File: config.mk
export PLATFORM = sky130hd
export DESIGN_NAME = apb2axi_rsp_reader
export DESIGN_NICKNAME = d
export VERILOG_FILES = /design/src/rtl/apb2axi_pkg.sv /design/src/rtl/apb2axi_rsp_reader.sv
export SDC_FILE = /design/constraint.sdc
export NUM_CORES = 1
export LEC_CHECK = 0
export CAP_MARGIN = 30
export CORE_MARGIN = 2
export CORE_UTILIZATION = 47
export CTS_BUF_LIST = sky130_fd_sc_hd__clkbuf_8 sky130_fd_sc_hd__clkbuf_16
export CTS_CLUSTER_DIAMETER = 60
export DETAILED_ROUTE_END_ITERATION = 8
export GPL_ROUTABILITY_DRIVEN = 0
export HOLD_SLACK_MARGIN = 0.03
export PLACE_DENSITY = 0.84
export SYNTH_ARGS = -nofsm -noshare
export SYNTH_HDL_FRONTEND = slang
export SYNTH_SLANG_ARGS = --single-unit
File: constraint.sdc
create_clock -name pclk -period 7.1 [get_ports pclk]
set_clock_uncertainty 0.05 [all_clocks]
set_input_delay 1.42 -clock pclk [delete_from_list [all_inputs] [get_ports pclk]]
set_output_delay 1.42 -clock pclk [all_outputs]
set_load 0.01 [all_outputs]
File: src/rtl/apb2axi_pkg.sv
// Shared definitions for the APB-side response reader: entry layout, register map, STATUS fields.
package apb2axi_pkg;

    localparam int unsigned RSP_DATA_W = 32;
    localparam int unsigned RSP_ID_W   = 4;
    localparam int unsigned POP_CNT_W  = 8;
    localparam int unsigned WAIT_W     = 8;

    // One response entry as carried by the response FIFO, MSB first.
    typedef struct packed {
        logic [RSP_ID_W-1:0]   id;
        logic [1:0]            resp;
        logic                  last;
        logic [RSP_DATA_W-1:0] data;
    } rsp_entry_t;

    // Register byte offsets.
    localparam int unsigned REG_STATUS = 32'h000;
    localparam int unsigned REG_DATA   = 32'h004;
    localparam int unsigned REG_CTRL   = 32'h008;

    // STATUS bit positions.
    localparam int unsigned ST_VALID_BIT  = 0;
    localparam int unsigned ST_TMO_BIT    = 1;
    localparam int unsigned ST_ID_LSB     = 4;
    localparam int unsigned ST_RESP_LSB   = 8;
    localparam int unsigned ST_LAST_BIT   = 10;
    localparam int unsigned ST_POPCNT_LSB = 16;

    // APB transfer phase tracking.
    typedef enum logic [1:0] {
        APB_IDLE,
        APB_SETUP,
        APB_ACCESS
    } apb_state_e;

    // Assemble the STATUS word; entry fields read as zero while the holding register is empty.
    function automatic logic [31:0] pack_status(
        input logic                 hold_valid,
        input logic                 timeout_sticky,
        input logic [RSP_ID_W-1:0]  id,
        input logic [1:0]           resp,
        input logic                 last,
        input logic [POP_CNT_W-1:0] pop_cnt
    );
        logic [31:0] s;
        s = '0;
        s[ST_VALID_BIT] = hold_valid;
        s[ST_TMO_BIT]   = timeout_sticky;
        if (hold_valid) begin
            s[ST_ID_LSB +: RSP_ID_W] = id;
            s[ST_RESP_LSB +: 2]      = resp;
            s[ST_LAST_BIT]           = last;
        end
        s[ST_POPCNT_LSB +: POP_CNT_W] = pop_cnt;
        return s;
    endfunction

endpackage

File: src/rtl/apb2axi_rsp_reader.sv
// APB-side reader of the response FIFO: one-entry holding register exposed through STATUS/DATA/CTRL.
module apb2axi_rsp_reader
    import apb2axi_pkg::*;
#(
    parameter int unsigned DATA_W  = 32,
    parameter int unsigned ID_W    = 4,
    parameter int unsigned ADDR_W  = 12,
    parameter int unsigned TIMEOUT = 16
) (
    input  logic                     pclk,
    input  logic                     presetn,
    input  logic                     psel,
    input  logic                     penable,
    input  logic                     pwrite,
    input  logic [ADDR_W-1:0]        paddr,
    input  logic [DATA_W-1:0]        pwdata,
    output logic [DATA_W-1:0]        prdata,
    output logic                     pready,
    output logic                     pslverr,
    input  logic                     fifo_valid,
    input  logic [DATA_W+ID_W+2:0]   fifo_data,
    output logic                     fifo_ready
);

    localparam logic [ADDR_W-1:0] A_STATUS = ADDR_W'(REG_STATUS);
    localparam logic [ADDR_W-1:0] A_DATA   = ADDR_W'(REG_DATA);
    localparam logic [ADDR_W-1:0] A_CTRL   = ADDR_W'(REG_CTRL);

    apb_state_e              state_q, state_d;
    rsp_entry_t              hold_q, hold_d;
    logic                    hold_valid_q, hold_valid_d;
    logic                    sticky_q, sticky_d;
    logic [POP_CNT_W-1:0]    pop_cnt_q, pop_cnt_d;
    logic [WAIT_W-1:0]       wait_cnt_q, wait_cnt_d;

    logic                    access_c;
    logic                    fill_c;
    logic [ADDR_W-1:0]       reg_addr_c;
    logic [31:0]             status_c;
    logic                    unused_c;

    // state_q records the previous bus phase; an access phase is only honoured after a seen setup.
    assign access_c   = psel && penable && (state_q != APB_IDLE);
    assign reg_addr_c = {paddr[ADDR_W-1:2], 2'b00};
    assign fifo_ready = !hold_valid_q;
    assign fill_c     = fifo_valid && !hold_valid_q;
    assign status_c   = pack_status(hold_valid_q, sticky_q, hold_q.id, hold_q.resp,
                                    hold_q.last, pop_cnt_q);
    assign unused_c   = ^{pwdata[DATA_W-1:2], paddr[1:0]};

    // Register decode, wait/timeout handling, counters, holding-register fill and phase tracking.
    always_comb begin
        prdata       = '0;
        pready       = 1'b0;
        pslverr      = 1'b0;
        state_d      = state_q;
        hold_d       = hold_q;
        hold_valid_d = hold_valid_q;
        sticky_d     = sticky_q;
        pop_cnt_d    = pop_cnt_q;
        wait_cnt_d   = '0;

        if (access_c) begin
            pready = 1'b1;
            if (reg_addr_c == A_STATUS) begin
                if (pwrite) pslverr = 1'b1;
                else        prdata  = DATA_W'(status_c);
            end else if (reg_addr_c == A_DATA) begin
                if (pwrite) begin
                    pslverr = 1'b1;
                end else if (hold_valid_q) begin
                    // An entry present (even one that arrived while waiting) wins over the timeout.
                    prdata       = DATA_W'(hold_q.data);
                    hold_valid_d = 1'b0;
                    pop_cnt_d    = pop_cnt_q + POP_CNT_W'(1);
                end else if (wait_cnt_q == WAIT_W'(TIMEOUT)) begin
                    pslverr  = 1'b1;
                    sticky_d = 1'b1;
                end else begin
                    pready     = 1'b0;
                    wait_cnt_d = wait_cnt_q + WAIT_W'(1);
                end
            end else if (reg_addr_c == A_CTRL) begin
                if (pwrite) begin
                    if (pwdata[0]) sticky_d  = 1'b0;
                    if (pwdata[1]) pop_cnt_d = '0;
                end
            end else begin
                pslverr = 1'b1;
            end
        end

        // Pop and fill are mutually exclusive: a fill needs the register empty, a pop needs it full.
        if (fill_c) begin
            hold_d.data  = RSP_DATA_W'(fifo_data[DATA_W-1:0]);
            hold_d.last  = fifo_data[DATA_W];
            hold_d.resp  = fifo_data[DATA_W+2 -: 2];
            hold_d.id    = RSP_ID_W'(fifo_data[DATA_W+3 +: ID_W]);
            hold_valid_d = 1'b1;
        end

        if (access_c && !pready) state_d = APB_ACCESS;
        else if (access_c)       state_d = APB_IDLE;
        else if (psel && !penable) state_d = APB_SETUP;
        else                     state_d = APB_IDLE;
    end

    // State, holding register and counters; reset discards the entry and abandons any transfer.
    always_ff @(posedge pclk or negedge presetn) begin
        if (!presetn) begin
            state_q      <= APB_IDLE;
            hold_q       <= '0;
            hold_valid_q <= 1'b0;
            sticky_q     <= 1'b0;
            pop_cnt_q    <= '0;
            wait_cnt_q   <= '0;
        end else begin
            state_q      <= state_d;
            hold_q       <= hold_d;
            hold_valid_q <= hold_valid_d;
            sticky_q     <= sticky_d;
            pop_cnt_q    <= pop_cnt_d;
            wait_cnt_q   <= wait_cnt_d;
        end
    end

endmodule

# == Word level (Yosys, flattened, before mapping) ==
# Cells that the tools add are included.
# word_totals
register_bits,59
latch_bits,0
mem_bits_rw,0
mem_bits_ro,0
input_bits,89
out_inout_bits,35
mem_count,0
# classes
n_addsub,2
multipliers,0
div_mod_pow,0
n_lt_le_gt_ge,0
eq_ne,8
shift,0
muxes,47
bitwise,1
reduce_logical,20
# op_table
cell,n
$mux W32,5
$mux W8,12
$mux W1,27
$mux W24,1
$add A8 B1 Y8 const B,2
$reduce_bool A2 Y1,8
$logic_not A12 Y1,1
$eq A10 B1 Y1 const B,1
$eq A10 B2 Y1 const B,1
$eq A8 B5 Y1 const B,1
$ne A2 B2 Y1 const B,4
$reduce_and A8 Y1,1
$mux W7,1
$reduce_and A7 Y1,1
$logic_and A1 B1 Y1,5
$reduce_and A4 Y1,1
$logic_not A1 Y1,3
$mux W2,1
$ne A2 B1 Y1 const B,1
$not A1 Y1,1

# == Longest topological paths before layout ==
# logic_depth
depth_word,10
depth_mapped,8

# == Least setup slack after synthesis ==
# No wires, ideal clock.
# synth_timing
path_kind,input port to output port
start,input port paddr[5]
end,output port prdata[10]
arrival_time_ns,2.817
t_required_ns,5.630
setup_slack_ns,2.813
path_stages,5
cell_sequence,or4_4 buf_6 nor3_4 nor3b_4 o221a_1
# synth_via
elab_chain_cells,4
word_cells_on_any_way,5
classes_between,eq/ne: 1; mux: 3; reduce/logical: 1
# synth_lines
item,line,source
start: declaration,apb2axi_rsp_reader.sv:15,"input logic [ADDR_W-1:0] paddr,"
$eq A10 B1 Y1,apb2axi_rsp_reader.sv:68,end else if (reg_addr_c == A_DATA) begin
$mux W32,apb2axi_rsp_reader.sv:68,
$mux W32 *,apb2axi_rsp_reader.sv:65,if (reg_addr_c == A_STATUS) begin
$mux W32 *,apb2axi_rsp_reader.sv:63,if (access_c) begin
end: declaration,apb2axi_rsp_reader.sv:17,"output logic [DATA_W-1:0] prdata,"
# Mark *: on every way between the ends. The rest lies on a longest branch, timed or not.

# == Worst setup path after layout ==
# layout_timing
start,input port paddr[9]
end,output port prdata[21]
# The elaborated chain is that of the path after synthesis.

==> flow_summary.json <==
{
  "status": "finished, final reports clean",
  "dr.pass1.iters": 4,
  "core-area_um2": 6314,
  "max_slew_margin_pct": 45.38,
  "hpwl_mm": 5.569,
  "ctsHoldBuffers": 0,
  "dp.cells": 427,
  "start_util_pct": 48.06,
  "ant_nets": 0,
  "fin_tns_setup_ps": 0,
  "drive_above_1_share_pct": 18.58,
  "antenna_found_initial": 0,
  "postCtsSetupRepairBufs": 0,
  "crit_buf_inv": 2,
  "ys_seq_area_share_pct": 48.66,
  "h-tree-depth": 3,
  "nets": 454,
  "powerDensity_nw_per_um2": 188.6,
  "cts-buffers-inserted": 9,
  "grt_pass1_wl_mm": 12.77,
  "cts_sinks": 59,
  "antennaDiodeCount": 0,
  "grt_max_degree": 60,
  "syn_area_um2": 3034,
  "async_flop_share_pct": 100.0,
  "hold_violations": 0,
  "die_y_um": 84.35,
  "worstMarginPinSlew_ps": 816.2,
  "yosys.area.top_type_share_pct": 48.66,
  "finalWirelength_mm": 7.787,
  "cp_max_fo": 12,
  "fin_crit_ps": 5786,
  "yosysWarnings": 0,
  "synth_flop_cell": "dfrtp_1",
  "tritoncts": "done",
  "grt_pass1_vias": 2609,
  "cp.required_ps": 5630,
  "die-area_um2": 7114,
  "routedWlPerCell_um": 17.58,
  "p_leak_nw": 1.736,
  "criticalPathCategory": "input pin to primary output",
  "grt_overflow_total": 0,
  "grtUsageTotal_pct": 22.71,
  "io_pins": 124,
  "worstPathArrival_ps": 4320,
  "path_common_cell": "clkdlybuf4s50_1",
  "synth-edff-count": 0,
  "slew_viol_final": 0,
  "timing.fmax_mhz": 172.8,
  "drv_cap": 0,
  "cp_slowest_stage_delay_ps": 750,
  "clkTransAtPathRegs_ps": 70,
  "final_cells": 443,
  "synth_area_leaders": "dfrtp_1 49%, mux2_2 14%, nand3_1 4.1%",
  "clock_latency_ps": 340,
  "syn_avg_cell_area_um2": 11.32,
  "crit_chain": "clkdlybuf4s50_1 > or4_1 > nor2_1 > nand3_1 > a21oi_1 > clkdlybuf4s50_1",
  "synth_cells": 268,
  "rsz0062_at_grt": "false",
  "hold_path.class": "flip-flop to flip-flop",
  "cts_resized": 0,
  "layout_common_cells": "90 x clkdlybuf4s50_1, 59 x dfrtp_1, 39 x mux2_2",
  "synth_largest_area_cell": "dfrtp_1",
  "placementRows": 29,
  "ys_ff_latch": 59,
  "final_common_cell": "clkdlybuf4s50_1",
  "die_w_um": 84.35,
  "remaining_drc_errors": 0,
  "cp-end-kind": "primary output",
  "clockBufferDepth": 2,
  "port_buffers": 91,
  "finalSetupViolCount": 0,
  "via_count": 2523,
  "syn_nets": 361,
  "slowest_stage": "or4_1",
  "root_buffer": "clkbuf_8",
  "vias_per_cell": 5.695,
  "areaGrowthSynthToFinish_pct": 40.08,
  "yosysUniqueCellTypes": 45,
  "fin_crit_sh_pct": 81.50,
  "peakVddDrop_uv": 128.8,
  "critPathLaunchType": "input pin",
  "hold_ws_ps": 452.1,
  "critPathTopFamily": "simple AND/OR/NAND/NOR gates",
  "drtIter0Drc": 128
}
## final timing paths
check                           start  cells past startpoint  slack (ps)      endpoint
max in group asynchronous     presetn                      2        5350  pop_cnt_q[2]
hold reg to reg            hold_q[15]                      1         450    hold_q[15]
setup / recovery             paddr[9]                      6        1310    prdata[21]
min in group asynchronous     presetn                      2        1160    hold_q[33]
setup reg to reg           state_q[1]                      4        5050  pop_cnt_q[3]
hold / removal             hold_q[15]                      1         450    hold_q[15]
## report_power, final
group / internal [W] / leakage, nW / total, W / switching, W
sequential: 0.000362 / 0.756 / 0.000375 / 0.0000132
combinational: 0.0000493 / 0.865 / 0.0000785 / 0.0000292
clock: 0.000200 / 0.114 / 0.000348 / 0.000147
## synthesized netlist by cell type, drive strengths merged (4+ instances only)
cell type and count:
and4 4, a21oi 9, mux2 39, xor2 6, nand2 7, nor4 9, nand4 4, nand3 25
nand2b 5, clkbuf 4, inv 8, buf 8, ha 4, dfrtp 59, nor2 14, and2 16
o31ai 8, o221a 7
## stage by stage
stage	setup WS (ps)	instance area (µm²)	power [W]	utilization, %
CTS	1296	4250	0.0008085	67.32
detailed placement	1303	4026	0.0004604	63.77
global route	1196	4250	0.0008328	67.32
finish	1314	4250	0.0008016	67.32
global placement	1446	3999	0.0004548	63.34
floorplan	2813	3034	0.0004102	-
## kinds of logic (layout without fill, tap and decap cells)
| family | after synthesis | after routing | share of synthesized area (%) |
|---|---|---|---|
| AND/OR/NAND/NOR | 97 | 97 | 19.75 |
| flip-flops | 59 | 59 | 48.66 |
| AO/OA/AOI/OAI | 41 | 41 | 10.35 |
| multiplexers | 39 | 39 | 14.47 |
| buffers and inverters | 21 | 119 | 3.092 |
| XOR/XNOR | 7 | 7 | 2.021 |
| adder cells (fa/ha/maj) | 4 | 4 | 1.650 |
## registers in the layout, indices dropped and copies added (netlist names)
signal	cells
hold_q	39
pop_cnt_q	8
wait_cnt_q	8
state_q	2
hold_valid_q	1
sticky_q	1
## routing by layer
layer  vias to the layer above  GRT usage [%]  part of all wire, %  routed length (µm)
met4                         0          9.812                  2.8                 215
met3                        18          5.408                  6.3                 487
met5                         -              0                    0                   0
met2                       105          37.09                   49                3849
met1                      1222          29.06                   42                3234
li1                       1178              -                    -                   -
## layout make-up
type	instances	area (µm²)
Fill cell	483	2063
Sequential cell	59	1476
Multi-Input combinational cell	188	1471
Timing Repair Buffer	94	948.4
Clock buffer	9	123.9
Clock inverter	7	100.1
Tap cell	77	96.34
Inverter	9	33.78
(Power assumes the default switching activity.)
